File: src/rtl/io_window_pkg.sv
// Shared types and constants for the Dock I/O window decoder: window entry layout,
// register map offsets, CTRL/STATUS bit positions and the decode FSM state type.
package io_window_pkg;

  localparam int WIN_ADDR_W = 8;
  localparam int SLOT_W     = 3;

  typedef struct packed {
    logic                  en;
    logic [SLOT_W-1:0]     slot;
    logic [WIN_ADDR_W-1:0] mask;
    logic [WIN_ADDR_W-1:0] base;
  } window_t;

  // Register indices above the window table, relative to NUM_WIN
  localparam int IDX_CTRL_OFS   = 0;
  localparam int IDX_STATUS_OFS = 1;
  localparam int IDX_MISS_OFS   = 2;

  localparam int CTRL_LOCK_BIT    = 0;
  localparam int CTRL_DEC_EN_BIT  = 1;
  localparam int STAT_OVERLAP_BIT = 0;
  localparam int STAT_CFG_ERR_BIT = 1;

  typedef enum logic [0:0] {
    ST_IDLE = 1'b0,
    ST_HOLD = 1'b1
  } fsm_state_e;

endpackage

File: src/rtl/io_window_decoder_if.sv
// CPU I/O cycle, config port and decode result bundle for io_window_decoder.
interface io_window_decoder_if #(
  parameter int NUM_WIN = 8,
  parameter int ADDR_W  = 8
);
  localparam int IDX_W = $clog2(NUM_WIN) + 2;
  localparam int DW    = 2*ADDR_W + 4;

  logic              iorq_n;
  logic [ADDR_W-1:0] addr;
  logic              cfg_we;
  logic [IDX_W-1:0]  cfg_addr;
  logic [DW-1:0]     cfg_wdata;
  logic [DW-1:0]     cfg_rdata;
  logic              win_valid;
  logic [2:0]        sel_slot;
  logic              cfg_locked;

  modport slave (
    input  iorq_n, addr, cfg_we, cfg_addr, cfg_wdata,
    output cfg_rdata, win_valid, sel_slot, cfg_locked
  );

  modport master (
    output iorq_n, addr, cfg_we, cfg_addr, cfg_wdata,
    input  cfg_rdata, win_valid, sel_slot, cfg_locked
  );

endinterface

File: src/rtl/io_window_match.sv
// Combinational window matcher: per-window hit, lowest-index slot select and
// a flag raised when more than one window claims the address.
module io_window_match
  import io_window_pkg::*;
#(
  parameter int NUM_WIN = 8
) (
  input  window_t               i_win [NUM_WIN],
  input  logic [WIN_ADDR_W-1:0] i_addr,
  output logic                  o_any_hit,
  output logic                  o_multi_hit,
  output logic [SLOT_W-1:0]     o_slot
);

  logic [NUM_WIN-1:0] w_hit;

  always_comb begin
    for (int i = 0; i < NUM_WIN; i++) begin
      w_hit[i] = i_win[i].en & ((i_addr & i_win[i].mask) == (i_win[i].base & i_win[i].mask));
    end
  end

  // NOTE: o_slot gets a default before the loop so no path leaves it unassigned (no latch).
  always_comb begin
    o_slot = '0;
    for (int i = NUM_WIN-1; i >= 0; i--) begin
      if (w_hit[i]) o_slot = i_win[i].slot;
    end
  end

  assign o_any_hit   = |w_hit;
  assign o_multi_hit = |(w_hit & (w_hit - NUM_WIN'(1)));

endmodule

File: src/rtl/io_window_decoder.sv
// Dock /IORQ address window decoder: programmable window table, held per-cycle slot select.
// Optional miss logging at index NUM_WIN+2 when IO_WINDOW_DECODER_MISS_LOG_EN is defined.
module io_window_decoder
  import io_window_pkg::*;
#(
  parameter int NUM_WIN   = 8,
  parameter int NUM_SLOTS = 5,
  parameter int ADDR_W    = WIN_ADDR_W
) (
  input  logic                clk,
  input  logic                rst_n,
  io_window_decoder_if.slave  bus
);

  localparam int WIN_IDX_W = $clog2(NUM_WIN);
  localparam int IDX_W     = WIN_IDX_W + 2;
  localparam int DW        = 2*ADDR_W + 4;
  localparam logic [IDX_W-1:0] IDX_CTRL   = IDX_W'(NUM_WIN + IDX_CTRL_OFS);
  localparam logic [IDX_W-1:0] IDX_STATUS = IDX_W'(NUM_WIN + IDX_STATUS_OFS);

  window_t           r_win [NUM_WIN];
  logic              r_dec_en, r_lock, r_overlap, r_cfg_err;
  logic              r_iorq_q, r_win_valid;
  logic [SLOT_W-1:0] r_sel_slot;
  fsm_state_e        r_state;

  window_t              w_wdata_win;
  logic [WIN_IDX_W-1:0] w_win_idx;
  logic                 w_win_sel, w_slot_bad, w_win_we, w_set_cfg_err;
  logic                 w_ctrl_we, w_stat_we, w_fall, w_hit_eval, w_set_overlap;
  logic                 w_any_hit, w_multi_hit;
  logic [SLOT_W-1:0]    w_slot;

  io_window_match #(.NUM_WIN(NUM_WIN)) u_match (
    .i_win       (r_win),
    .i_addr      (bus.addr),
    .o_any_hit   (w_any_hit),
    .o_multi_hit (w_multi_hit),
    .o_slot      (w_slot)
  );

  // Window indices occupy the lower quarter of the index space
  assign w_win_sel     = (bus.cfg_addr[IDX_W-1 -: 2] == 2'b00);
  assign w_win_idx     = bus.cfg_addr[WIN_IDX_W-1:0];
  assign w_wdata_win   = window_t'(bus.cfg_wdata);
  assign w_slot_bad    = w_wdata_win.en && (32'(w_wdata_win.slot) >= NUM_SLOTS);
  assign w_win_we      = bus.cfg_we & w_win_sel & ~r_lock & ~w_slot_bad;
  assign w_set_cfg_err = bus.cfg_we & w_win_sel & (r_lock | w_slot_bad);
  assign w_ctrl_we     = bus.cfg_we & (bus.cfg_addr == IDX_CTRL);
  assign w_stat_we     = bus.cfg_we & (bus.cfg_addr == IDX_STATUS);

  assign w_fall        = (r_state == ST_IDLE) & ~bus.iorq_n & r_iorq_q;
  assign w_hit_eval    = w_fall & r_dec_en & w_any_hit;
  assign w_set_overlap = w_fall & r_dec_en & w_multi_hit;

  // NOTE: the table is a handful of flops with a defined power-up state, so it is reset
  // like any other register rather than treated as an uninitialised RAM.
  always_ff @(posedge clk or negedge rst_n) begin
    if (!rst_n) begin
      for (int i = 0; i < NUM_WIN; i++) r_win[i] <= '0;
    end else if (w_win_we) begin
      r_win[w_win_idx] <= w_wdata_win;
    end
  end

  // NOTE: all clocked state uses non-blocking assignments so every block sees pre-edge values.
  always_ff @(posedge clk or negedge rst_n) begin
    if (!rst_n) begin
      r_dec_en <= 1'b0;
      r_lock   <= 1'b0;
    end else if (w_ctrl_we && !r_lock) begin
      r_dec_en <= bus.cfg_wdata[CTRL_DEC_EN_BIT];
      r_lock   <= bus.cfg_wdata[CTRL_LOCK_BIT];
    end
  end

  // A set event in the same cycle as a write-1-to-clear keeps the bit set
  always_ff @(posedge clk or negedge rst_n) begin
    if (!rst_n) begin
      r_overlap <= 1'b0;
      r_cfg_err <= 1'b0;
    end else begin
      r_overlap <= (r_overlap & ~(w_stat_we & bus.cfg_wdata[STAT_OVERLAP_BIT])) | w_set_overlap;
      r_cfg_err <= (r_cfg_err & ~(w_stat_we & bus.cfg_wdata[STAT_CFG_ERR_BIT])) | w_set_cfg_err;
    end
  end

  always_ff @(posedge clk or negedge rst_n) begin
    if (!rst_n) begin
      r_state     <= ST_IDLE;
      r_iorq_q    <= 1'b1;
      r_win_valid <= 1'b0;
      r_sel_slot  <= '0;
    end else begin
      r_iorq_q <= bus.iorq_n;
      case (r_state)
        ST_IDLE: if (w_fall) begin
          r_win_valid <= w_hit_eval;
          r_sel_slot  <= w_hit_eval ? w_slot : '0;
          r_state     <= ST_HOLD;
        end
        ST_HOLD: if (bus.iorq_n) begin
          r_win_valid <= 1'b0;
          r_sel_slot  <= '0;
          r_state     <= ST_IDLE;
        end
      endcase
    end
  end

`ifdef IO_WINDOW_DECODER_MISS_LOG_EN
  localparam logic [IDX_W-1:0] IDX_MISS = IDX_W'(NUM_WIN + IDX_MISS_OFS);

  logic [ADDR_W-1:0] r_miss_addr;
  logic [7:0]        r_miss_cnt;
  logic              w_miss_eval, w_miss_clr;

  assign w_miss_eval = w_fall & r_dec_en & ~w_any_hit;
  assign w_miss_clr  = bus.cfg_we & (bus.cfg_addr == IDX_MISS);

  always_ff @(posedge clk or negedge rst_n) begin
    if (!rst_n) begin
      r_miss_addr <= '0;
      r_miss_cnt  <= '0;
    end else if (w_miss_eval) begin
      r_miss_addr <= bus.addr;
      r_miss_cnt  <= w_miss_clr ? 8'd1 : ((r_miss_cnt == 8'hFF) ? r_miss_cnt : r_miss_cnt + 8'd1);
    end else if (w_miss_clr) begin
      r_miss_addr <= '0;
      r_miss_cnt  <= '0;
    end
  end
`endif

  always_comb begin
    bus.cfg_rdata = '0;
    if (w_win_sel) begin
      bus.cfg_rdata = r_win[w_win_idx];
    end else if (bus.cfg_addr == IDX_CTRL) begin
      bus.cfg_rdata[CTRL_DEC_EN_BIT] = r_dec_en;
      bus.cfg_rdata[CTRL_LOCK_BIT]   = r_lock;
    end else if (bus.cfg_addr == IDX_STATUS) begin
      bus.cfg_rdata[STAT_CFG_ERR_BIT] = r_cfg_err;
      bus.cfg_rdata[STAT_OVERLAP_BIT] = r_overlap;
    end
`ifdef IO_WINDOW_DECODER_MISS_LOG_EN
    else if (bus.cfg_addr == IDX_MISS) begin
      bus.cfg_rdata = DW'({r_miss_cnt, r_miss_addr});
    end
`endif
  end

  assign bus.win_valid  = r_win_valid;
  assign bus.sel_slot   = r_sel_slot;
  assign bus.cfg_locked = r_lock;

endmodule

File: src/flat_wrapper.sv
// flat-port wrapper written by rule: the top's interface ports become plain ports
module io_window_decoder_flat import io_window_pkg::*;
#(
  parameter int NUM_WIN   = 8,
  parameter int NUM_SLOTS = 5,
  parameter int ADDR_W    = WIN_ADDR_W
)
  (clk, rst_n, bus_iorq_n, bus_addr, bus_cfg_we, bus_cfg_addr, bus_cfg_wdata, bus_cfg_rdata, bus_win_valid, bus_sel_slot, bus_cfg_locked);
  io_window_decoder_if #(.NUM_WIN(NUM_WIN), .ADDR_W(ADDR_W)) bus_i ();
  input  logic clk;
  input  logic rst_n;
  input wire logic [$bits(bus_i.iorq_n)-1:0] bus_iorq_n;
  input wire logic [$bits(bus_i.addr)-1:0] bus_addr;
  input wire logic [$bits(bus_i.cfg_we)-1:0] bus_cfg_we;
  input wire logic [$bits(bus_i.cfg_addr)-1:0] bus_cfg_addr;
  input wire logic [$bits(bus_i.cfg_wdata)-1:0] bus_cfg_wdata;
  output wire logic [$bits(bus_i.cfg_rdata)-1:0] bus_cfg_rdata;
  output wire logic [$bits(bus_i.win_valid)-1:0] bus_win_valid;
  output wire logic [$bits(bus_i.sel_slot)-1:0] bus_sel_slot;
  output wire logic [$bits(bus_i.cfg_locked)-1:0] bus_cfg_locked;
  assign bus_i.iorq_n = bus_iorq_n;
  assign bus_i.addr = bus_addr;
  assign bus_i.cfg_we = bus_cfg_we;
  assign bus_i.cfg_addr = bus_cfg_addr;
  assign bus_i.cfg_wdata = bus_cfg_wdata;
  assign bus_cfg_rdata = bus_i.cfg_rdata;
  assign bus_win_valid = bus_i.win_valid;
  assign bus_sel_slot = bus_i.sel_slot;
  assign bus_cfg_locked = bus_i.cfg_locked;
  io_window_decoder #(.NUM_WIN(NUM_WIN), .NUM_SLOTS(NUM_SLOTS), .ADDR_W(ADDR_W)) u_core (.clk(clk), .rst_n(rst_n), .bus(bus_i));
endmodule
File: config.mk
export PLATFORM = sky130hd
export DESIGN_NAME = io_window_decoder_flat
export DESIGN_NICKNAME = d
export VERILOG_FILES = /design/src/rtl/io_window_pkg.sv /design/src/rtl/io_window_decoder_if.sv /design/src/rtl/io_window_match.sv /design/src/rtl/io_window_decoder.sv /design/src/flat_wrapper.sv
export SDC_FILE = /design/constraint.sdc
export NUM_CORES = 1
export LEC_CHECK = 0
export CORE_MARGIN = 2
export CORE_UTILIZATION = 25
export DETAILED_ROUTE_END_ITERATION = 10
export REMOVE_ABC_BUFFERS = 1
export SLEW_MARGIN = 0
export SYNTH_ARGS = -nofsm -noshare
export SYNTH_HDL_FRONTEND = slang
export SYNTH_HIERARCHICAL = 1
export SYNTH_SLANG_ARGS = --single-unit
export TNS_END_PERCENT = 1
File: constraint.sdc
create_clock -name clk -period 2.4 [get_ports clk]
set_clock_uncertainty 0.1 [all_clocks]
set_input_delay 0.36 -clock clk [delete_from_list [all_inputs] [get_ports clk]]
set_output_delay 0.36 -clock clk [all_outputs]
set_load 0.02 [all_outputs]
==> results by group <==
Outcome
  • Outcome: complete, but fails checks
  • Violations in the final reports: setup timing

Pwr
  • Sum of internal, switching and leakage power: 6.32 mW
  • Leakage power figure: about 5.5 nW
  • Worst VDD drop: just under 0.5 mV
  • Pwr dens: 535 nW/um^2

Timing
  • Setup violations, final: 1
  • Maximum operating frequency: 416 MHz
  • Slew margin rel.: 0.605
  • Count of final max-slew check failures: 0
  • Final critical-path required period: 2410 ps
  • Post-route worst hold slack: 346 ps
  • Final period util: 1.00
  • Final worst slack: -6.48 ps
  • Final hold vios: 0
  • Tightest Pin Transition: 585 ps
  • RSZ-0062 raised after global routing: true

Place
  • Routability cong.: 0.837
  • Cell total after placement: between 1,000 and 1,500
  • Count of input and output buffers: 61
  • HPWL after detailed placement: between 20 and 25 mm

Clock network
  • CTS tree: yes
  • CTS Root Cell: clkbuf_16
  • Maximum clock path buffer count: 2
  • CTS H-tree depth: 4
  • Clock net sink count: 170
  • Clock latency of the later-clocked register in the worst-skew pair: approximately 430 ps
  • Post-CTS clock slew at the launch and capture registers of the worst setup and hold paths: ~70 ps
  • CTS Buf Count: 17

Synthesis
  • Synthesized instance count: 670
  • Synth async-reset ratio: 1.00
  • Mapped Area: 9180 sq um
  • Seq cells post-synth: 170
  • Top_reg_cell synth: dfrtp_1
  • Warning count from the yosys run: 6
  • Library cells used by synthesis: 59
  • Largest cells by area after synthesis: dfrtp_1 46%, mux2_2 16%, mux4_2 9.8%, xor2_1 6.1%, mux2_4 3.3%
  • Share of the synthesized area in the top cell type: 0.461
  • Sequential element share of the synthesized area: 0.464
  • Biggest area consumer among synthesized cells: dfrtp_1
  • Number of flops mapped to enable cells by yosys: 0
  • Avg Synthesized Cell Area: approximately 14 sq um

Setup path
  • Launching element type of the critical path: register
  • Critical path type: reg2reg
  • Required time worst endpoint: 2620 ps
  • Crit path arrival time: 2630 ps
  • Maximum fanout count along the critical path: 5
  • Critical path endpoint category: register

Die
  • Initial standard-cell utilization of the core: 0.252
  • Die Footprint: 38,200 sq um
  • I/O pins: 62
  • Die Span Y: 196 um
  • Standard-cell row count: 70
  • Die Wd: 196 um
  • Core area: 36,300 sq um

Global routing
  • Initial antenna violation count: 0
  • First-pass GRT wire length: 42.2 mm
  • GRT Resource Usage Total: 0.149
  • Maximum number of pins on one net before global-route repair: 52
  • Total congestion overflow: 0
  • Number of global-route vias before repair: approximately 6,500

Route
  • Total Routed Length: 27.9 mm
  • Routed WL per cell: approximately 22 um
  • # DRC: 0
  • Number of nets with antenna violations after detailed routing: 0
  • DR iter-0 viols: 548
  • Post-DR vias/cell: 4.86
  • Routed via count: 6,187
  • Number of search-and-repair iterations in the first detailed-routing pass: 4

Cells and area
  • FILL cells: 3,567
  • Share of the core filled with cells: 0.325
  • N_diodes: 0
  • Ratio of cells with drive above 1 in the final layout: 0.492
  • Area growth, synth to finish: 28.8%
  • Number of standard cells in the layout, taps in and fillers out: 1,273
  • Final #Nets: 829

Job
  • Maxcap violations: 0

Hold path
  • Tightest Hold Check Type: in2async
per-layer routing:
| layer | up-vias | track usage | wire length [um] |
|---|---|---|---|
| met5 | - | 0 | 0 |
| met4 | 0 | 0.0427 | 551 |
| met3 | 30 | 0.0292 | 1160 |
| met2 | 172 | 0.232 | 13000 |
| met1 | 3252 | 0.209 | 13200 |
| li1 | 2733 | - | - |
worst paths after layout:
| path | slack [ps] | endpoint | from | cells after the start |
|---|---|---|---|---|
| setup / recovery | -6 | u_core/bus.sel_slot[0]$_DFFE_PN0P_ | u_core/r_win[63]$_DFFE_PN0P_ | 8 |
| hold / removal | 350 | u_core/r_win[85]$_DFFE_PN0P_ | rst_n | 2 |
| setup reg to reg | -6 | u_core/bus.sel_slot[0]$_DFFE_PN0P_ | u_core/r_win[63]$_DFFE_PN0P_ | 8 |
| hold reg to reg | 400 | u_core/r_cfg_err$_DFF_PN0_ | u_core/r_cfg_err$_DFF_PN0_ | 2 |
| max in group asynchronous | 1140 | u_core/r_iorq_q$_DFF_PN1_ | rst_n | 3 |
| min in group clk | 350 | u_core/r_iorq_q$_DFF_PN1_ | bus_iorq_n | 1 |
cell usage in the layout (no fill, tap or decap), types with 5 or more instances in the layout:
cell	n
dfrtp_1	168
mux2_2	134
buf_4	66
xor2_1	55
mux4_2	40
clkdlybuf4s50_1	29
nor2_1	26
nand2_1	22
mux2_4	20
clkbuf_16	17
mux2i_1	17
buf_12	16
a22oi_1	15
clkbuf_2	11
buf_2	8
xor2_2	8
inv_1	7
mux2_1	7
a21oi_1	7
buf_6	6
nor4_2	5
a22oi_2	5
nand4_1	5
cell families (layout without fill, tap and decap cells):
| family | count (synthesis) | in the layout | share of synthesized area |
|---|---|---|---|
| buffers and inverters | 52 | 187 | 0.0326 |
| flip-flops | 170 | 170 | 0.464 |
| AND/OR/NAND/NOR | 95 | 95 | 0.0584 |
| adder cells (fa/ha/maj) | 1 | 1 | 0.00109 |
| XOR/XNOR | 64 | 64 | 0.0611 |
| multiplexers | 224 | 224 | 0.329 |
| AO/OA/AOI/OAI | 64 | 64 | 0.0540 |
final cells by class:
| type | instances | area, sq um | share of cell area |
|---|---|---|---|
| well taps | 468 | 586 | 0.0496 |
| clock buffers | 19 | 443 | 0.0375 |
| inverters | 7 | 26.3 | 0.00222 |
| clock inverters | 13 | 166 | 0.0141 |
| flip-flops and latches | 170 | 4260 | 0.360 |
| multi-input cells | 448 | 4940 | 0.418 |
| repair buffers | 148 | 1400 | 0.118 |
metrics by stage:
stage	instance area, sq um	TNS [ps]	worst slack (ps)
detailed placement	11000	-49520	-683
global placement	11000	-49450	-650
global route	11800	-262	-70.8
finish	11800	-6.48	-6.48
floorplan	8900	-123310	-1130
CTS	11700	-266	-82.4
synthesized netlist by cell type (all sizes together) (3+ instances only):
| library cell | instances |
|---|---|
| or4b | 3 |
| nor2 | 30 |
| a21oi | 7 |
| clkbuf | 11 |
| nand4 | 7 |
| buf | 34 |
| mux2 | 161 |
| nor3 | 5 |
| inv | 7 |
| or2 | 5 |
| o31ai | 4 |
| a22oi | 20 |
| mux4 | 40 |
| nor4 | 9 |
| mux2i | 23 |
| o21ai | 7 |
| xor2 | 64 |
| a22o | 6 |
| dfrtp | 169 |
| nand2 | 23 |
report_power, final:
| group | internal [mW] | switching [mW] |
|---|---|---|
| registers | 2.88 | 0.0158 |
| logic | 0.224 | 0.292 |
| clock network | 1.68 | 1.22 |
registers in the layout, indices dropped and copies added, names as in the netlist:
name	flops
u_core/r_overlap	1
u_core/r_iorq_q	1
u_core/r_dec_en	1
u_core/bus.win_valid	1
u_core/bus.sel_slot	3
u_core/r_cfg_err	1
u_core/r_state	1
u_core/bus.cfg_locked	1
u_core/r_win	160
worst max-delay path, cell delays in order (launching register included):
cell and delay, ps:
dfrtp_1 410, xor2_1 160, a22oi_2 270, nand4_2 200, nor2_4 290, nor4_4 100, a31o_1 220, a221o_1 340
a22o_1 200
repair_timing:
action	CTS	global route
buffers inserted	0	3
endpoints found under the hold margin	47	0
pin swaps	5	17
setup endpoints to repair	25	21
resized for setup	70	62
hold buffers	1	0
No activity file was read; power rests on OpenSTA's default activity.
